## src/rtl/song_sequencer.sv

```systemverilog
// Song sequencer: walks one song in a synchronous ROM and dispatches note entries round-robin to the note players.
// Latency: a note is dispatched 3 cycles after its entry is fetched (FETCH, WAIT_ROM, DECODE), and the load pulse is registered.
// Backpressure: none downstream; play=0 freezes all state, beat ticks are dropped while paused, and load strobes are suppressed.
// Build option: define SONG_SEQUENCER_LOOP_EN to loop the song (song_done pulses once per pass) instead of stopping in DONE.
module song_sequencer #(
  parameter int NUM_PLAYERS = 3,
  parameter int SONG_LEN    = 32,
  localparam int IW = $clog2(SONG_LEN),
  localparam int PW = (NUM_PLAYERS > 1) ? $clog2(NUM_PLAYERS) : 1
) (
  input  logic                   clk,
  input  logic                   reset,
  input  logic                   play,
  input  logic [1:0]             song,
  input  logic                   beat,
  output logic [IW+1:0]          rom_addr,
  input  logic [15:0]            rom_data,
  output logic [5:0]             note_to_load,
  output logic [5:0]             duration_to_load,
  output logic [NUM_PLAYERS-1:0] load_new_note,
  output logic                   song_done
);

  typedef enum logic [2:0] {
    S_IDLE,
    S_FETCH,
    S_WAIT_ROM,
    S_DECODE,
    S_WAIT_BEATS,
    S_DONE
  } state_t;

  state_t                 state_q;
  logic [IW-1:0]          index_q;
  logic [PW-1:0]          ptr_q;
  logic [5:0]             cnt_q;
  logic [1:0]             song_q;
  logic [5:0]             note_q;
  logic [5:0]             dur_q;
  logic [NUM_PLAYERS-1:0] load_q;
  logic                   done_q;

  logic                   last_idx;
  logic [PW-1:0]          ptr_d;
  state_t                 end_state_d;
  logic [IW-1:0]          end_index_d;
  state_t                 adv_state_d;
  logic [IW-1:0]          adv_index_d;

  // Bits [2:0] of a song entry carry no meaning.
  logic unused_rom_bits;
  assign unused_rom_bits = ^rom_data[2:0];

  // The ROM address tracks the live song select so a song switch fetches from the new base at once.
  assign rom_addr         = {song, index_q};
  assign note_to_load     = note_q;
  assign duration_to_load = dur_q;
  assign load_new_note    = load_q;
  assign song_done        = done_q;

  // Next-pointer and "step to next entry" targets, including end-of-song handling at the last index.
  always_comb begin
    last_idx = (index_q == IW'(SONG_LEN - 1));
    ptr_d    = (ptr_q == PW'(NUM_PLAYERS - 1)) ? '0 : ptr_q + PW'(1);
`ifdef SONG_SEQUENCER_LOOP_EN
    end_state_d = S_FETCH;
    end_index_d = '0;
`else
    end_state_d = S_DONE;
    end_index_d = index_q;
`endif
    adv_state_d = last_idx ? end_state_d : S_FETCH;
    adv_index_d = last_idx ? end_index_d : index_q + IW'(1);
  end

  // Main sequencer FSM: song change first, then pause, then normal stepping through the song.
  always_ff @(posedge clk or negedge reset) begin
    if (!reset) begin
      state_q <= S_IDLE;
      index_q <= '0;
      ptr_q   <= '0;
      cnt_q   <= '0;
      song_q  <= '0;
      note_q  <= '0;
      dur_q   <= '0;
      load_q  <= '0;
      done_q  <= 1'b0;
    end else begin
      load_q <= '0;
`ifdef SONG_SEQUENCER_LOOP_EN
      done_q <= 1'b0;
`endif
      if (song != song_q) begin
        song_q  <= song;
        index_q <= '0;
        ptr_q   <= '0;
        cnt_q   <= '0;
        done_q  <= 1'b0;
        state_q <= play ? S_FETCH : S_IDLE;
      end else if (play) begin
        unique case (state_q)
          S_IDLE:     state_q <= S_FETCH;
          S_FETCH:    state_q <= S_WAIT_ROM;
          S_WAIT_ROM: state_q <= S_DECODE;
          S_DECODE: begin
            if (rom_data == 16'h0000) begin
              state_q <= end_state_d;
              index_q <= end_index_d;
              done_q  <= 1'b1;
            end else if (!rom_data[15]) begin
              note_q  <= rom_data[14:9];
              dur_q   <= rom_data[8:3];
              load_q  <= NUM_PLAYERS'(1) << ptr_q;
              ptr_q   <= ptr_d;
              state_q <= adv_state_d;
              index_q <= adv_index_d;
              if (last_idx) done_q <= 1'b1;
            end else if (rom_data[8:3] == 6'd0) begin
              state_q <= adv_state_d;
              index_q <= adv_index_d;
              if (last_idx) done_q <= 1'b1;
            end else begin
              cnt_q   <= rom_data[8:3];
              state_q <= S_WAIT_BEATS;
            end
          end
          S_WAIT_BEATS: begin
            if (beat) begin
              cnt_q <= cnt_q - 6'd1;
              if (cnt_q == 6'd1) begin
                state_q <= adv_state_d;
                index_q <= adv_index_d;
                if (last_idx) done_q <= 1'b1;
              end
            end
          end
          S_DONE:  state_q <= S_DONE;
          default: state_q <= S_IDLE;
        endcase
      end
    end
  end

endmodule

```

## config.mk

```make
export PLATFORM = sky130hd
export DESIGN_NAME = song_sequencer
export DESIGN_NICKNAME = d
export VERILOG_FILES = /design/src/rtl/song_sequencer.sv
export SDC_FILE = /design/constraint.sdc
export NUM_CORES = 1
export LEC_CHECK = 0
export BUFFER_PORTS_ARGS = -buffer_cell sky130_fd_sc_hd__buf_4
export CORE_ASPECT_RATIO = 2
export CORE_MARGIN = 1.5
export CORE_UTILIZATION = 48
export CTS_CLUSTER_DIAMETER = 30
export DETAILED_ROUTE_END_ITERATION = 10
export PLACE_DENSITY = 0.74
export REMOVE_ABC_BUFFERS = 1
export SYNTH_ARGS = -nofsm -noshare
export SYNTH_HDL_FRONTEND = slang
export SYNTH_SLANG_ARGS = --single-unit
```

## constraint.sdc

```tcl
create_clock -name clk -period 2.2 [get_ports clk]
set_input_delay 0.22 -clock clk [delete_from_list [all_inputs] [get_ports clk]]
set_output_delay 0.22 -clock clk [all_outputs]
set_load 0.05 [all_outputs]
```

Yosys cells after proc, flatten, opt, wreduce, memory -nomap -nowiden
Index checks and enable logic that the tools add are counted.
W data, S select, Z words.
- memories kept: 0
- word-level logic and storage cells: 92
- register bits after elaboration: 34
- bits in writable memories: 0
- memory bits (read-only): 0
- input port bits: 22
- output and inout bits: 23
- latch bits: 0
- divide/modulo/power cells: 0
- $lt $le $gt $ge: 0
- add/sub/neg operators: 3
- eq/ne operators: 18
- reduce and logical (&&, ||, !) cells: 12
- bitwise operators: 3
- multipliers: 0
- shifts and indexed selects: 1
- multiplexer cells: 46
- operators with widths (operator ; count):
    $mux W5 ; 8
    $mux W3 ; 13
    $mux W6 ; 6
    $pmux W3 S6 ; 1
    $logic_not A16 Y1 ; 1
    $ne A3 B3 Y1 const B ; 5
    $mux W2 ; 6
    $pmux W6 S2 ; 1
    $reduce_and A6 Y1 ; 2
    $pmux W5 S2 ; 1
    $reduce_and A5 Y1 ; 2
    $mux W1 ; 9
    $eq A3 B2 Y1 const B ; 2
    $eq A3 B3 Y1 const B ; 2
    $eq A6 B1 Y1 const B ; 1
    $logic_not A6 Y1 ; 1
    $sub A6 B1 Y6 const B ; 1
    $add A5 B1 Y5 const B ; 1
    $eq A5 B5 Y1 const B ; 1
    $ne A5 B5 Y1 const B ; 1
    $ne A4 B4 Y1 const B ; 1
    $reduce_and A4 Y1 ; 1
    $reduce_bool A2 Y1 ; 2
    $eq A3 B1 Y1 const B ; 1
    11 further kinds ; 13

Logic depth before layout (Yosys ltp)
- word-level depth: 8
- depth in mapped cells: 8
- depth with buffers taken out: 7

Worst setup path after synthesis
No wires, ideal clock.
- path kind: flip-flop to flip-flop
- from: register index_q[0] (netlist: end_index_d[0])
- to: register index_q[3] (netlist: end_index_d[3])
- data required time: 2122 ps
- path buffers: 1
- data arrival time: 2235 ps
- period minus slack after synthesis: 2313 ps
- cell stages (with the launch flop): 8
- path slack: -113 ps
- setup time: 78 ps
- cell sequence: dfrtp_1 ha_1 and3_1 ha_1 a211o_1 clkbuf_2 or4_1 a21oi_1
- longest elaborated chain between the ends: 8
- elaborated cells on any way between the ends: 11
- classes of those cells: add/sub: 1; eq/ne: 1; mux: 9
- ends and longest elaborated chain (item ; line ; RTL):
    from (decl) ; 34 ; logic [IW-1:0] index_q;
    from (signal assigned) ; 108 ; index_q <= end_index_d;
    from (signal assigned) ; 116 ; index_q <= adv_index_d;
    from (signal assigned) ; 120 ; index_q <= adv_index_d;
    $add A5 B1 Y5 / $eq A5 B5 Y1 (equally long branches) ; 73, 63 ;
    $mux W5 (*) ; 73 ; adv_index_d = last_idx ? end_index_d : index_q + IW'(1);
    $mux W5 ; 118 ; end else if (rom_data[8:3] == 6'd0) begin
    $mux W5 ; 110 ; end else if (!rom_data[15]) begin
    $mux W5 ; 106 ; if (rom_data == 16'h0000) begin
    $pmux W5 S2 (*) ; 101 ; unique case (state_q)
    $mux W5 (*) ; 100 ; end else if (play) begin
    $mux W5 (*) ; 93 ; if (song != song_q) begin
Mark *: on every way between the ends. The rest lies on a longest branch, timed or not. The select of a mux whose other input is x is not followed.
A chain may end at the register's enable or synchronous reset.

Worst setup path in the final report
- from: register index_q[1] (netlist: end_index_d[1])
- to: register index_q[2] (netlist: end_index_d[2])
Same word-level chain as after synthesis.

==> reports/metrics.csv <==
metric;value;unit
Least-Margin Pin Slew;464;ps
Die W;47.3;um
initial antenna violation count;0;
Worst Hold Class;in -> reg;
number of synthesized flops with an enable pin;0;
worst r2r src;end_index_d[1];
internal power;0.00104;W
dpl hpwl;3.38;mm
Yosys cell types;53;
CP Launch Type;register;
clock insertion delay at the later pin of the skew report;280;ps
Final Cycle Share;95.8;%
die area;4340;um^2
core region area;3800;um^2
std cell rows;32;
Switching Share;29.6;%
arrival time at the worst endpoint;2310;ps
clock skew;5.48;ps
CP cell instances;ha_1 > and3_1 > ha_1 > a211o_1 > or4_1 > a21oi_1;
CP Class;reg -> reg;
worst-case clock buffer depth;2;
post-layout util;64.0;%
crit-path most repeated cell;ha_1;
number of CTS-inserted buffers;5;
layout cells sized above 1;38.8;%
CP Max Fanout;6;
IO Count;45;
top cell type's share of synthesized area;45.1;%
Final Instance Area;2430;um^2
endpoints failing setup;0;
pre-CTS WS;15.9;ps
Critical Path Max Stage Delay;490;ps
DRT Wirelength;4.41;mm
yosys warns;0;
GRT Util Overall;22.8;%
unrepaired setup endpoints after global routing;false;
Max Slew Vio Count;0;
root buffer cell;clkbuf_8;
die height;91.7;um
# clock sinks;34;
R2R setup slack;90;ps
Hold Path Origin;song[0];
async set or reset register ratio after synthesis;100;%
# Post-CTS Setup Buffers;0;
clock share of power;31.5;%
Worst Hold Depth;1;
Placer Congestion;0.849;
Post-synth top flop;dfrtp_1;
via count;1583;
outcome;finished, final reports clean;
syn avg cell area;10.5;um^2
Remaining Overflow, GRT;0;
initial core utilization;49.6;%
TritonCTS clock tree;yes;
Register-to-Register Path Depth;6;
Worst Setup End Kind;register;
Initial DRC Count;26;
post-synthesis instance area;1890;um^2
Reg power frac;46.4;%
DR WL/cell;15.3;um
f_max;475;MHz
Seq cells post-synth;34;
maximum vdd ir drop;0.494;mV
reg-to-reg critical path endpoint;end_index_d[2];
largest cells by area after synthesis;dfrtp_1 (45%), mux2_4 (5.6%), mux2_2 (3.0%);
Port-buffer cells;44;
final worst slack;93.1;ps
DRT antenna net count;0;
worst setup path startpoint;end_index_d[1];
sequential element share of the synthesized area;45.1;%
clock-pin slew on the worst setup and hold paths;70;ps
largest net degree at the start of global routing;35;
Crit path max-delay family;simple AND/OR/NAND/NOR gates;
Nets;262;
Max-cap violations;0;
combinational share of power;22.1;%
area leader, netlist;dfrtp_1;
dpl cell area;2330;um^2
CP required;2400;ps
Hold Fails Final Rpt;0;
Max transition margin;68.7;%
Pleak;1.17;nW
Remaining DRCs;0;
Crit path buffers/inverters;0;
drt pass-1 iters;4;
area delta synth->final;29.0;%
vias per std cell;5.50;
slowest stage cell, crit path;or4_1;
# H-tree levels;2;
post-synthesis cell count;180;
switching power;0.000437;W
antenna cells;0;
vias in the first global route;1644;
first-pass GRT wire length;7.16;mm
hold endpoint;song_q[0];
clock period minus final worst setup slack;2110;ps
PwrDens;607;nW/um^2
-- worst register-to-register path: cells and delay by family, from the launching register on --
kind	cells	cell delay, ps
fa+ha+maj	2	420
compound gates	2	510
flops	1	420
simple gates	2	670
-- through the flow --
stage	TNS, ps	hold WS (ps)	total power (W)	cells
after global placement	0	191	0.00102	279
final	0	67.6	0.00148	288
after floorplan	-135	-75.6	0.000873	166
after detailed placement	0	195	0.00102	279
after global routing	0	60.9	0.00155	288
after CTS	0	63.2	0.00149	288
-- final cells by class --
| cell class | count | area, um^2 |
|---|---|---|
| clock buffer | 7 | 86.3 |
| timing repair buffer | 63 | 475 |
| inverter | 6 | 22.5 |
| clock inverter | 1 | 5.00 |
| tap | 51 | 63.8 |
| sequential | 34 | 851 |
| fill | 323 | 1370 |
| multi-input combinational | 126 | 931 |
-- power groups by stage --
| stage | logic (W) | registers [W] | clock network (W) |
|---|---|---|---|
| CTS | 0.000330 | 0.000684 | 0.000481 |
| floorplan | 0.0000935 | 0.000780 | 0 |
| global route | 0.000353 | 0.000688 | 0.000510 |
| detailed placement | 0.000328 | 0.000696 | 0 |
| finish | 0.000327 | 0.000685 | 0.000466 |
| global placement | 0.000325 | 0.000695 | 0 |
-- worst max-delay path by stage --
stage	to	slack (ps)	cells after the start
after floorplan	end_index_d[3]	-70	6
after global placement	duration_to_load[1]	50	5
after detailed placement	duration_to_load[1]	20	5
after CTS	end_index_d[2]	70	7
after global routing	end_index_d[3]	10	6
final	end_index_d[2]	90	6
-- flip-flops by register name (all words and copies together) (netlist names) --
signal            count
cnt_q                 6
duration_to_load      6
end_index_d           5
load_new_note         3
note_to_load          6
ptr_q                 2
song_done             1
song_q                2
state_q               3
-- synthesized netlist by cell type (2+ instances only) --
cell type,number
a221oi_1,2
buf_4,2
clkbuf_1,6
mux2_2,5
o31ai_1,4
nor3b_1,2
mux2_4,7
o22ai_1,3
nor3_1,3
or2_2,2
inv_1,6
ha_1,4
or4_4,2
xnor2_1,2
nor2b_1,2
nand3_1,4
mux2i_1,2
a21oi_1,10
and2_1,2
a211o_1,2
nand2b_1,2
o211ai_1,2
nand2_1,12
o21ai_0,7
nor2_1,15
buf_2,3
a31oi_1,4
dfrtp_1,34
or4_1,5
-- logic make-up after synthesis --
logic type | Yosys count | synth area share (%)
xor+xnor | 2 | 0.928
mux | 14 | 9.61
fa+ha+maj | 4 | 2.65
flops | 34 | 45.1
buf+inv | 20 | 5.90
simple gates | 62 | 19.4
compound gates | 44 | 16.4
-- layout by cell type, fill, tap and decap left out, types with 3 or more instances in the layout --
cell      instances
a21oi_1          10
a31oi_1           4
buf_4            62
clkbuf_8          6
dfrtp_1          34
ha_1              4
inv_1             6
mux2_2            5
mux2_4            7
nand2_1          12
nand3_1           4
nor2_1           15
nor3_1            3
o21ai_0           7
o22ai_1           3
o31ai_1           4
or4_1             5
-- metal layers --
metal | track usage, % | part of all wire (%) | vias up
li1 | - | - | 767
met1 | 22.5 | 37 | 752
met2 | 42.0 | 57 | 57
met3 | 4.13 | 4.6 | 7
met4 | 9.26 | 2.1 | 0
met5 | 0 | 0 | -
-- timing repair --
action / in CTS / in global routing
hold endpoints to repair: 34 / 0
resized for setup: 0 / 1
endpoints found under the setup margin: 0 / 2
hold buffers: 1 / 0
No activity file was read; power rests on OpenSTA's default activity.
